### src/rtl/boot_image_verifier_if.sv
// Memory-read and hash-feed ports of the boot image verifier, bundled as one interface.
// Both handshakes follow strict valid/ready rules: the initiator (mem_req / hash_valid) holds
// address, data and last stable until the responder completes (mem_ack / hash_ready) in the same cycle.
interface boot_image_verifier_if #(
    parameter int ADDR_W   = 16,
    parameter int DATA_W   = 32,
    parameter int DIGEST_W = 256
);
    logic                mem_req;
    logic [ADDR_W-1:0]   mem_addr;
    logic                mem_ack;
    logic [DATA_W-1:0]   mem_rdata;
    logic                hash_start;
    logic                hash_valid;
    logic [DATA_W-1:0]   hash_data;
    logic                hash_last;
    logic                hash_ready;
    logic                hash_done;
    logic [DIGEST_W-1:0] hash_digest;

    modport master (
        output mem_req, mem_addr, hash_start, hash_valid, hash_data, hash_last,
        input  mem_ack, mem_rdata, hash_ready, hash_done, hash_digest
    );

    modport slave (
        input  mem_req, mem_addr, hash_start, hash_valid, hash_data, hash_last,
        output mem_ack, mem_rdata, hash_ready, hash_done, hash_digest
    );
endinterface

### src/rtl/boot_image_verifier.sv
// Streams a boot image from memory into the hash core, then compares the digest with the OTP
// reference. Any tamper, watchdog expiry or empty image ends in DONE with err=1 (fail closed).
module boot_image_verifier #(
    parameter int ADDR_W         = 16,
    parameter int DATA_W         = 32,
    parameter int DIGEST_W       = 256,
    parameter int TIMEOUT_CYCLES = 1024
) (
    input  logic                  clk,
    input  logic                  rst,
    input  logic                  start_verify,
    input  logic [ADDR_W-1:0]     img_base,
    input  logic [ADDR_W-1:0]     img_len,
    input  logic                  tamper,
    input  logic [DIGEST_W-1:0]   ref_digest,
    boot_image_verifier_if.master bus,
    output logic                  verify_done,
    output logic                  sig_valid,
    output logic                  err,
    output logic                  busy,
    output logic [2:0]            state_o
);
    typedef enum logic [2:0] {
        S_IDLE, S_START, S_FETCH, S_FEED, S_WAIT_HASH, S_COMPARE, S_DONE
    } state_e;

    localparam int WD_W = $clog2(TIMEOUT_CYCLES) + 1;

    state_e              state_q, state_d;
    logic [ADDR_W-1:0]   addr_q, addr_d;
    logic [ADDR_W-1:0]   len_q, len_d;
    logic [ADDR_W-1:0]   cnt_q, cnt_d;
    logic [DATA_W-1:0]   data_q, data_d;
    logic [DIGEST_W-1:0] digest_q, digest_d;
    logic [WD_W-1:0]     wd_q, wd_d;
    logic                done_q, done_d;
    logic                sig_q, sig_d;
    logic                err_q, err_d;
    logic                is_last;
    logic                wd_expired;
    logic                abort;

    assign is_last    = (cnt_q == len_q - ADDR_W'(1));
    assign wd_expired = (wd_q == WD_W'(TIMEOUT_CYCLES - 1));
    assign busy       = (state_q != S_IDLE) && (state_q != S_DONE);

    always_comb begin
        state_d  = state_q;
        addr_d   = addr_q;
        len_d    = len_q;
        cnt_d    = cnt_q;
        data_d   = data_q;
        digest_d = digest_q;
        done_d   = done_q;
        sig_d    = sig_q;
        err_d    = err_q;
        wd_d     = wd_q;
        abort    = 1'b0;

        // Tamper wins over every handshake, so no datapath register moves in that cycle.
        if (busy && tamper) begin
            abort = 1'b1;
        end else begin
            case (state_q)
                S_IDLE, S_DONE: begin
                    if (start_verify) begin
                        addr_d  = img_base;
                        len_d   = img_len;
                        cnt_d   = '0;
                        done_d  = 1'b0;
                        sig_d   = 1'b0;
                        err_d   = 1'b0;
                        state_d = S_START;
                    end
                end
                S_START: begin
                    if (len_q == '0) abort = 1'b1;
                    else             state_d = S_FETCH;
                end
                S_FETCH: begin
                    if (bus.mem_ack) begin
                        data_d  = bus.mem_rdata;
                        state_d = S_FEED;
                    end else if (wd_expired) begin
                        abort = 1'b1;
                    end
                end
                S_FEED: begin
                    if (bus.hash_ready) begin
                        addr_d  = addr_q + ADDR_W'(1);
                        cnt_d   = cnt_q + ADDR_W'(1);
                        state_d = is_last ? S_WAIT_HASH : S_FETCH;
                    end else if (wd_expired) begin
                        abort = 1'b1;
                    end
                end
                S_WAIT_HASH: begin
                    if (bus.hash_done) begin
                        digest_d = bus.hash_digest;
                        state_d  = S_COMPARE;
                    end else if (wd_expired) begin
                        abort = 1'b1;
                    end
                end
                S_COMPARE: begin
                    done_d  = 1'b1;
                    sig_d   = (digest_q == ref_digest);
                    err_d   = 1'b0;
                    state_d = S_DONE;
                end
                default: state_d = S_IDLE;
            endcase
        end

        if (abort) begin
            state_d = S_DONE;
            done_d  = 1'b1;
            sig_d   = 1'b0;
            err_d   = 1'b1;
        end

        // Watchdog restarts on every state entry and only runs in the handshake states.
        if (state_d != state_q) begin
            wd_d = '0;
        end else if (state_q == S_FETCH || state_q == S_FEED || state_q == S_WAIT_HASH) begin
            wd_d = wd_q + WD_W'(1);
        end
    end

    always_ff @(posedge clk) begin
        if (rst) begin
            state_q  <= S_IDLE;
            addr_q   <= '0;
            len_q    <= '0;
            cnt_q    <= '0;
            data_q   <= '0;
            digest_q <= '0;
            wd_q     <= '0;
            done_q   <= 1'b0;
            sig_q    <= 1'b0;
            err_q    <= 1'b0;
        end else begin
            state_q  <= state_d;
            addr_q   <= addr_d;
            len_q    <= len_d;
            cnt_q    <= cnt_d;
            data_q   <= data_d;
            digest_q <= digest_d;
            wd_q     <= wd_d;
            done_q   <= done_d;
            sig_q    <= sig_d;
            err_q    <= err_d;
        end
    end

    assign bus.mem_req    = (state_q == S_FETCH);
    assign bus.mem_addr   = addr_q;
    assign bus.hash_start = (state_q == S_START);
    assign bus.hash_valid = (state_q == S_FEED);
    assign bus.hash_data  = data_q;
    assign bus.hash_last  = (state_q == S_FEED) && is_last;
    assign verify_done    = done_q;
    assign sig_valid      = sig_q;
    assign err            = err_q;
    assign state_o        = state_q;
endmodule

### src/flat_wrapper.sv
// flat-port wrapper written by rule: the top's interface ports become plain ports
module boot_image_verifier_flat 
#(
    parameter int ADDR_W         = 16,
    parameter int DATA_W         = 32,
    parameter int DIGEST_W       = 256,
    parameter int TIMEOUT_CYCLES = 1024
)
  (clk, rst, start_verify, img_base, img_len, tamper, ref_digest, verify_done, sig_valid, err, busy, state_o, bus_mem_req, bus_mem_addr, bus_hash_start, bus_hash_valid, bus_hash_data, bus_hash_last, bus_mem_ack, bus_mem_rdata, bus_hash_ready, bus_hash_done, bus_hash_digest);
  boot_image_verifier_if #(.ADDR_W(ADDR_W), .DATA_W(DATA_W), .DIGEST_W(DIGEST_W)) bus_i ();
  input  logic clk;
  input  logic rst;
  input  logic start_verify;
  input  logic [ADDR_W-1:0] img_base;
  input  logic [ADDR_W-1:0] img_len;
  input  logic tamper;
  input  logic [DIGEST_W-1:0] ref_digest;
  output logic verify_done;
  output logic sig_valid;
  output logic err;
  output logic busy;
  output logic [2:0] state_o;
  output wire logic [$bits(bus_i.mem_req)-1:0] bus_mem_req;
  output wire logic [$bits(bus_i.mem_addr)-1:0] bus_mem_addr;
  output wire logic [$bits(bus_i.hash_start)-1:0] bus_hash_start;
  output wire logic [$bits(bus_i.hash_valid)-1:0] bus_hash_valid;
  output wire logic [$bits(bus_i.hash_data)-1:0] bus_hash_data;
  output wire logic [$bits(bus_i.hash_last)-1:0] bus_hash_last;
  input wire logic [$bits(bus_i.mem_ack)-1:0] bus_mem_ack;
  input wire logic [$bits(bus_i.mem_rdata)-1:0] bus_mem_rdata;
  input wire logic [$bits(bus_i.hash_ready)-1:0] bus_hash_ready;
  input wire logic [$bits(bus_i.hash_done)-1:0] bus_hash_done;
  input wire logic [$bits(bus_i.hash_digest)-1:0] bus_hash_digest;
  assign bus_mem_req = bus_i.mem_req;
  assign bus_mem_addr = bus_i.mem_addr;
  assign bus_hash_start = bus_i.hash_start;
  assign bus_hash_valid = bus_i.hash_valid;
  assign bus_hash_data = bus_i.hash_data;
  assign bus_hash_last = bus_i.hash_last;
  assign bus_i.mem_ack = bus_mem_ack;
  assign bus_i.mem_rdata = bus_mem_rdata;
  assign bus_i.hash_ready = bus_hash_ready;
  assign bus_i.hash_done = bus_hash_done;
  assign bus_i.hash_digest = bus_hash_digest;
  boot_image_verifier #(.ADDR_W(ADDR_W), .DATA_W(DATA_W), .DIGEST_W(DIGEST_W), .TIMEOUT_CYCLES(TIMEOUT_CYCLES)) u_core (.clk(clk), .rst(rst), .start_verify(start_verify), .img_base(img_base), .img_len(img_len), .tamper(tamper), .ref_digest(ref_digest), .bus(bus_i), .verify_done(verify_done), .sig_valid(sig_valid), .err(err), .busy(busy), .state_o(state_o));
endmodule
### config.mk
export PLATFORM = sky130hd
export DESIGN_NAME = boot_image_verifier_flat
export DESIGN_NICKNAME = d
export VERILOG_FILES = /design/src/rtl/boot_image_verifier_if.sv /design/src/rtl/boot_image_verifier.sv /design/src/flat_wrapper.sv
export SDC_FILE = /design/constraint.sdc
export NUM_CORES = 1
export LEC_CHECK = 0
export ABC_AREA = 1
export CAP_MARGIN = 25
export CORE_AREA = 2 2 251 253
export CTS_BUF_LIST = sky130_fd_sc_hd__clkbuf_2
export CTS_CLUSTER_DIAMETER = 30
export DETAILED_ROUTE_END_ITERATION = 8
export DIE_AREA = 0 0 253 255
export HOLD_SLACK_MARGIN = 0.12
export PLACE_DENSITY = 0.62
export SYNTH_ARGS = -nofsm -noshare
export SYNTH_HDL_FRONTEND = slang
export SYNTH_SLANG_ARGS = --single-unit
### constraint.sdc
create_clock -name clk -period 2 [get_ports clk]
set_input_delay 0.4 -clock clk [delete_from_list [all_inputs] [get_ports clk]]
set_output_delay 0.4 -clock clk [all_outputs]
set_load 0.02 [all_outputs]
Word-level counts from Yosys, hierarchy flattened
Index checks and enable logic that the tools add are counted.
Widths: inputs -> output; s select.
{"block": "word_totals", "reg_bits": 353, "output_inout_bits": 59, "wordCells": 80}
{"block": "classes", "add_sub_neg": 4, "n_eq_ne": 15, "muxes": 30, "bitwise_logic": 1, "reduce_logical": 20}
{"operator": "$eq 256x256->1", "count": 1}
{"operator": "$mux 16", "count": 4}
{"operator": "$pmux 16 s2", "count": 2}
{"operator": "$add 16x1->16 const B", "count": 2}
{"operator": "$mux 3", "count": 8}
{"operator": "$pmux 3 s6", "count": 1}
{"operator": "$eq 16x16->1", "count": 1}
{"operator": "$logic_not 16->1", "count": 1}
{"operator": "$sub 16x1->16 const B", "count": 1}
{"operator": "$reduce_and 3->1", "count": 5}
{"operator": "$add 11x1->11 const B", "count": 1}
{"operator": "$eq 11x10->1 const B", "count": 1}
{"operator": "$mux 1", "count": 11}
{"operator": "$eq 3x3->1 const B", "count": 3}
{"operator": "$eq 3x2->1 const B", "count": 2}
{"operator": "$pmux 1 s2", "count": 3}
{"operator": "$reduce_bool 3->1", "count": 2}
{"operator": "$reduce_or 2->1", "count": 3}
{"operator": "$ne 2x1->1 const B", "count": 2}
{"operator": "$pmux 1 s4", "count": 1}
{"operator": "$reduce_and 4->1", "count": 1}
{"operator": "$reduce_bool 2->1", "count": 2}
{"operator": "$eq 3x1->1 const B", "count": 1}
{"operator": "$logic_and 1x1->1", "count": 3}
{"operator": "7 further kinds", "count": 8}

Depth between registers and ports, before layout
{"block": "logic_depth", "depth_word": 9, "depth_mapped": 20, "ltp_nobuf": 19}

Least setup slack after synthesis
Ideal clock, no wire load.
{"block": "synth_timing", "kind": "register -> register", "start": "reg u_core.state_q[0], in the netlist u_core.state_o[0]", "end": "reg u_core.wd_q[0]", "setup_ns": 0.073, "arrival_time_ns": 2.063, "required_ns": 1.927, "slack_ns": -0.136, "stages_incl_launch_ff": 12, "n_path_buf": 1, "synth_period_minus_slack_ns": 2.136, "cell_sequence": "dfxtp_1 inv_1 nor3_1 nand2_1 nand2_2 nor2_2 nand2_2 o21ai_0 a21oi_1 nand2_1 buf_6 nor3_2"}
{"element": "start: declaration", "line_no": "boot_image_verifier.sv:29", "text": "state_e state_q, state_d;"}
{"element": "start signal: assignment", "line_no": "boot_image_verifier.sv:143", "text": "state_q <= state_d;"}
{"element": "$eq 3x1->1 (*)"}
{"element": "net bus_hash_start", "line_no": "flat_wrapper.sv:25", "text": "output wire logic [$bits(bus_i.hash_start)-1:0] bus_hash_start;"}
{"element": "$pmux 3 s6 / $pmux 1 s4 (equally long branches)", "line_no": "boot_image_verifier.sv:64", "text": "case (state_q)"}
{"element": "$mux 3 / $mux 1 (equally long branches)", "line_no": "boot_image_verifier.sv:61", "text": "if (busy && tamper) begin"}
{"element": "$mux 3 (*)", "line_no": "boot_image_verifier.sv:115", "text": "if (abort) begin"}
{"element": "$ne 3x3->1 (*)", "line_no": "boot_image_verifier.sv:123", "text": "if (state_d != state_q) begin"}
{"element": "$reduce_or 2->1 (no source line) (*)"}
{"element": "end signal: assignment", "line_no": "boot_image_verifier.sv:149", "text": "wd_q <= wd_d;"}
{"element": "end: declaration", "line_no": "boot_image_verifier.sv:35", "text": "logic [WD_W-1:0] wd_q, wd_d;"}
The timed path passes the listed nets; every way through them passes the cells marked *.
A chain may end at the register's enable or synchronous reset.

Worst setup path in the final report
{"block": "layout_timing", "start": "reg u_core.len_q[1]", "end": "out bus_hash_last"}
{"block": "layout_via", "elab_chain_len": 3}
{"element": "start: declaration", "line_no": "boot_image_verifier.sv:31", "text": "logic [ADDR_W-1:0] len_q, len_d;"}
{"element": "start signal: assignment", "line_no": "boot_image_verifier.sv:145", "text": "len_q <= len_d;"}
{"element": "$sub 16x1->16", "line_no": "boot_image_verifier.sv:43", "text": "assign is_last = (cnt_q == len_q - ADDR_W'(1));"}
{"element": "$eq 16x16->1", "line_no": "boot_image_verifier.sv:43"}
{"element": "$logic_and 1x1->1", "line_no": "boot_image_verifier.sv:161", "text": "assign bus.hash_last = (state_q == S_FEED) && is_last;"}
{"element": "end: declaration", "line_no": "flat_wrapper.sv:28", "text": "output wire logic [$bits(bus_i.hash_last)-1:0] bus_hash_last;"}
No other way between the ends.

==> PnR_summary.wiki <==
{| class="wikitable"
! Metric !! Value
|-
| Global-route wire length before repair || 106000 microns
|-
| Crit-path max FO || 2
|-
| Rows || 92
|-
| Power per Cell Area || 902.1 nW/um^2
|-
| Number of cells traversed by the worst hold path || 8
|-
| Sequential cell fraction of total power || 33.1%
|-
| DR DRC count || 0
|-
| Internal Power || 17.59 mW
|-
| Min-delay worst type || in -> reg
|-
| Clock Skew || 0.1353 ns
|-
| Unique masters post-synth || a little under 50
|-
| Grt ovf || 0
|-
| Number of buffers on the longest clock path || 3
|-
| Yosys warning total || 0
|-
| Tcrit/Tclk final || 161.4%
|-
| Routed length per instance || 16.56 microns
|-
| Total Routing Usage GR || between 20% and 30%
|-
| Die X-Extent || about 250 microns
|-
| Clock latency reported for the late side of the worst-skew pair || 1.15 ns
|-
| Combinational cell fraction of total power || 46.2%
|-
| Clock H-tree levels || 3
|-
| Mean instance size in the synthesized netlist || 7.327 sq um
|-
| Required time worst endpoint || 1.60 ns
|-
| Placed Cells || ~3900
|-
| Total cell area at the placement stage || ~26000 sq um
|-
| End of the worst hold path || u_core.sig_valid
|-
| Root buffer cell || clkbuf_2
|-
| Max capacitance violation total || 0
|-
| Worst vdd ir || 0.0006188 V
|-
| Number of buffers created by CTS || approximately 110
|-
| Initial detailed-routing violation count || 908
|-
| Fill count || 5718
|-
| Via count of the routed design || 20075
|-
| Total nets after synthesis || ~2900
|-
| Initial Util || 27.29%
|-
| Syn Inst Count || around 2300
|-
| Number of non-filler instances in the completed layout || around 4500
|-
| Count of buffers from port buffering || about 640
|-
| Tmin final || 3.227 ns
|-
| GP Congestion || 0.9012
|-
| Post-detailed-routing wire length || around 74000 microns
|-
| Setup repair after global routing missed its margin || yes
|-
| Floorplan die area || 64520 sq um
|-
| Number of nets in the final layout || 4152
|-
| Post-synth ARST share || 0%
|-
| TritonCTS clock tree || done
|-
| Clock Sinks || approximately 350
|-
| Smallest hold slack || 0.3486 ns
|-
| Die H || 255 microns
|-
| Slew of the pin with the lowest slew margin || 0.5339 ns
|-
| Final std cell area, no fill || about 32000 sq um
|-
| RR Startpoint || u_core.len_q[1]
|-
| Violated checks || setup timing
|-
| Vias in the first global route || ~20000
|-
| Hold Path Origin || ref_digest[230]
|-
| Proportion of power drawn by the clock network || 20.7%
|-
| Capturing element type of the critical path || primary output
|-
| Portion of the post-synthesis area used by sequential elements || 41.66%
|-
| Worst slack after detailed placement || -0.6700 ns
|-
| Post-synth top flop || dfxtp_1
|-
| Kind of start point of the critical path || flop
|-
| Clock-pin slew reported for the worst setup and hold paths after clock tree synthesis || roughly 0.090 ns
|-
| ANT nets after route || 0
|-
| Arrival time reported for the critical path endpoint || about 2.8 ns
|-
| Critical setup path kind || reg -> out
|-
| Final setup slack of the worst path || -1.227 ns
|-
| Switching Fraction || about two fifths
|-
| Final cell utilization of the core || approximately half
|-
| Fraction of layout instances using a drive strength above 1 || 19.82%
|-
| Leakage power summed over all cells || 12.58 nW
|-
| Layout-stage area growth over the synthesis result || 86.66%
|-
| Final count of hold timing violations || 0
|-
| Top Ports || 642
|-
| Area of the placeable core || 62160 sq um
|-
| Final setup fails || 35
|-
| Endpoint of the worst register-to-register path || u_core.wd_q[6]
|-
| Drt via density || 4.494
|-
| Count of pins over their slew limit || 0
|-
| Maximum number of pins on one net before global-route repair || 60
|-
| Headroom to the max-slew limit || between 60 and 70%
|-
| Cell area after synthesis || 16960 sq um
|-
| Setup slack of the most critical reg-to-reg path || -0.37 ns
|-
| Net switching power of the design || 10.97 mW
|-
| Max Clk Rate || 0.3099 GHz
|-
| Pre-antenna DRT Iters || 5
|-
| Antenna violations before repair || 19
|-
| Reg2reg path depth || 20
|-
| Status || finished with violations
|-
| Number of synthesized flops with an enable pin || 0
|-
| HPWL after detailed placement || 52580 microns
|-
| Post-synthesis register bit count || between 300 and 400
|}
-- worst max-delay path: stages, from the launching register on --
cell and delay (ns):
dfxtp_2 0.35, inv_2 0.05, ha_4 0.26, nor2_2 0.03, nor2_1 0.09, nand2_1 0.07
nor2_1 0.09, nand3_1 0.08, nor2_2 0.10, nand3_1 0.10, nor2_1 0.12, nand3_2 0.12
nor2_4 0.12, buf_6 0.13
-- flip-flops by register name (all words and copies together), names as in the netlist --
name	flops
u_core.cnt_q	16
u_core.bus.hash_data	32
u_core.len_q	16
u_core.verify_done	1
u_core.bus.mem_addr	16
u_core.digest_q	256
u_core.sig_valid	1
u_core.wd_q	11
u_core.err	1
u_core.state_o	3
-- routing by layer --
layer  wire length, microns  track usage, %  share of wire [%]
met4                   3086           10.92                4.2
met5                    103               0               0.14
met2                  36580           37.29                 49
met1                  29180           23.32                 39
met3                   5045           5.868                6.8
-- logic make-up (layout without fill, tap and decap cells) --
| family | Yosys count | count (layout) | synth area share, % |
|---|---|---|---|
| compound gates | 449 | 449 | 13.70 |
| fa+ha+maj | 4 | 4 | 0.2951 |
| xor+xnor | 239 | 239 | 12.34 |
| flops | 353 | 353 | 41.66 |
| mux | 1 | 1 | 0.05902 |
| simple gates | 1015 | 1016 | 26.06 |
| buf+inv | 254 | 1590 | 5.879 |
| other cells | 0 | 16 | 0 |
-- worst max-delay path by stage --
stage | startpoint | to | slack (ns) | cells after the start
after floorplan | u_core.state_o[0] | u_core.digest_q[11] | -0.003 | 10
after global placement | u_core.len_q[1] | bus_hash_last | -0.67 | 14
after CTS | u_core.len_q[1] | bus_hash_last | -1.52 | 14
after global routing | u_core.len_q[1] | bus_hash_last | -1.47 | 13
after detailed placement | u_core.len_q[1] | bus_hash_last | -0.67 | 13
final | u_core.len_q[1] | bus_hash_last | -1.23 | 13
-- final cells by class --
type                       count  area, sq um  share of cell area [%]
timing repair buffer        1244        12450                   39.32
multi-input combinational   1709         9379                   29.62
sequential                   353         7172                   22.65
tap                          799        999.7                   3.158
clock buffer                 147        735.7                   2.324
inverter                     144        581.8                   1.838
clock inverter                55        302.8                  0.9564
antenna                       16        40.04                  0.1265
-- what timing repair did --
| action | 4_1_cts | 5_1_grt |
|---|---|---|
| gates resized for setup | 489 | 145 |
| setup endpoints to repair | 137 | 206 |
| endpoints found under the hold margin | 324 | 0 |
| hold buffers | 324 | 0 |
| pin swaps | 29 | 44 |
| buffers inserted | 29 | 33 |
| cloned | 4 | 7 |
-- placed cells by master (no fill, tap or decap), types with 45 or more instances in the layout --
master	netlist	layout
dfxtp_2	0	45
clkbuf_2	0	147
nor2_1	570	553
nand2_1	205	191
buf_4	1	216
clkdlybuf4s50_1	0	582
dfxtp_1	353	295
dlygate4sd3_1	0	324
xor2_1	69	69
inv_1	137	128
a21oi_1	99	96
xnor2_1	170	169
buf_6	2	85
nand3_1	75	59
o21ai_0	323	281
-- synth_stat cells, types with 16 or more instances --
library cell    n  area share, %
dfxtp_1       353             42
xnor2_1       170            8.8
nand4_1        42            1.5
nor4_1         19           0.70
nand2_1       205            4.5
inv_1         137            3.0
xor2_1         69            3.6
or2_2          34            1.3
nand3_1        75            2.2
nor2_1        570             13
a21oi_1        99            2.9
o21ai_0       323            9.5
nor3_1         25           0.74
buf_2          16           0.47
clkbuf_1       84            1.9
-- stage by stage --
stage           TNS, ns  power, mW
5_1_grt          -19.84      30.53
4_1_cts          -18.28      27.64
6_report         -8.093      28.56
2_1_floorplan  -0.06938      15.06
3_3_place_gp     -53.99      19.86
3_5_place_dp     -53.70      19.98
-- power groups by stage --
stage | Sequential [mW] | Combinational, mW | Clock [mW]
after floorplan | 9.63 | 5.44 | 0
after detailed placement | 9.50 | 10.5 | 0
final | 9.45 | 13.2 | 5.92
after global placement | 9.46 | 10.4 | 0
after CTS | 9.40 | 12.1 | 6.16
after global routing | 9.59 | 14.4 | 6.55
Power figures use the tool's default switching activity.
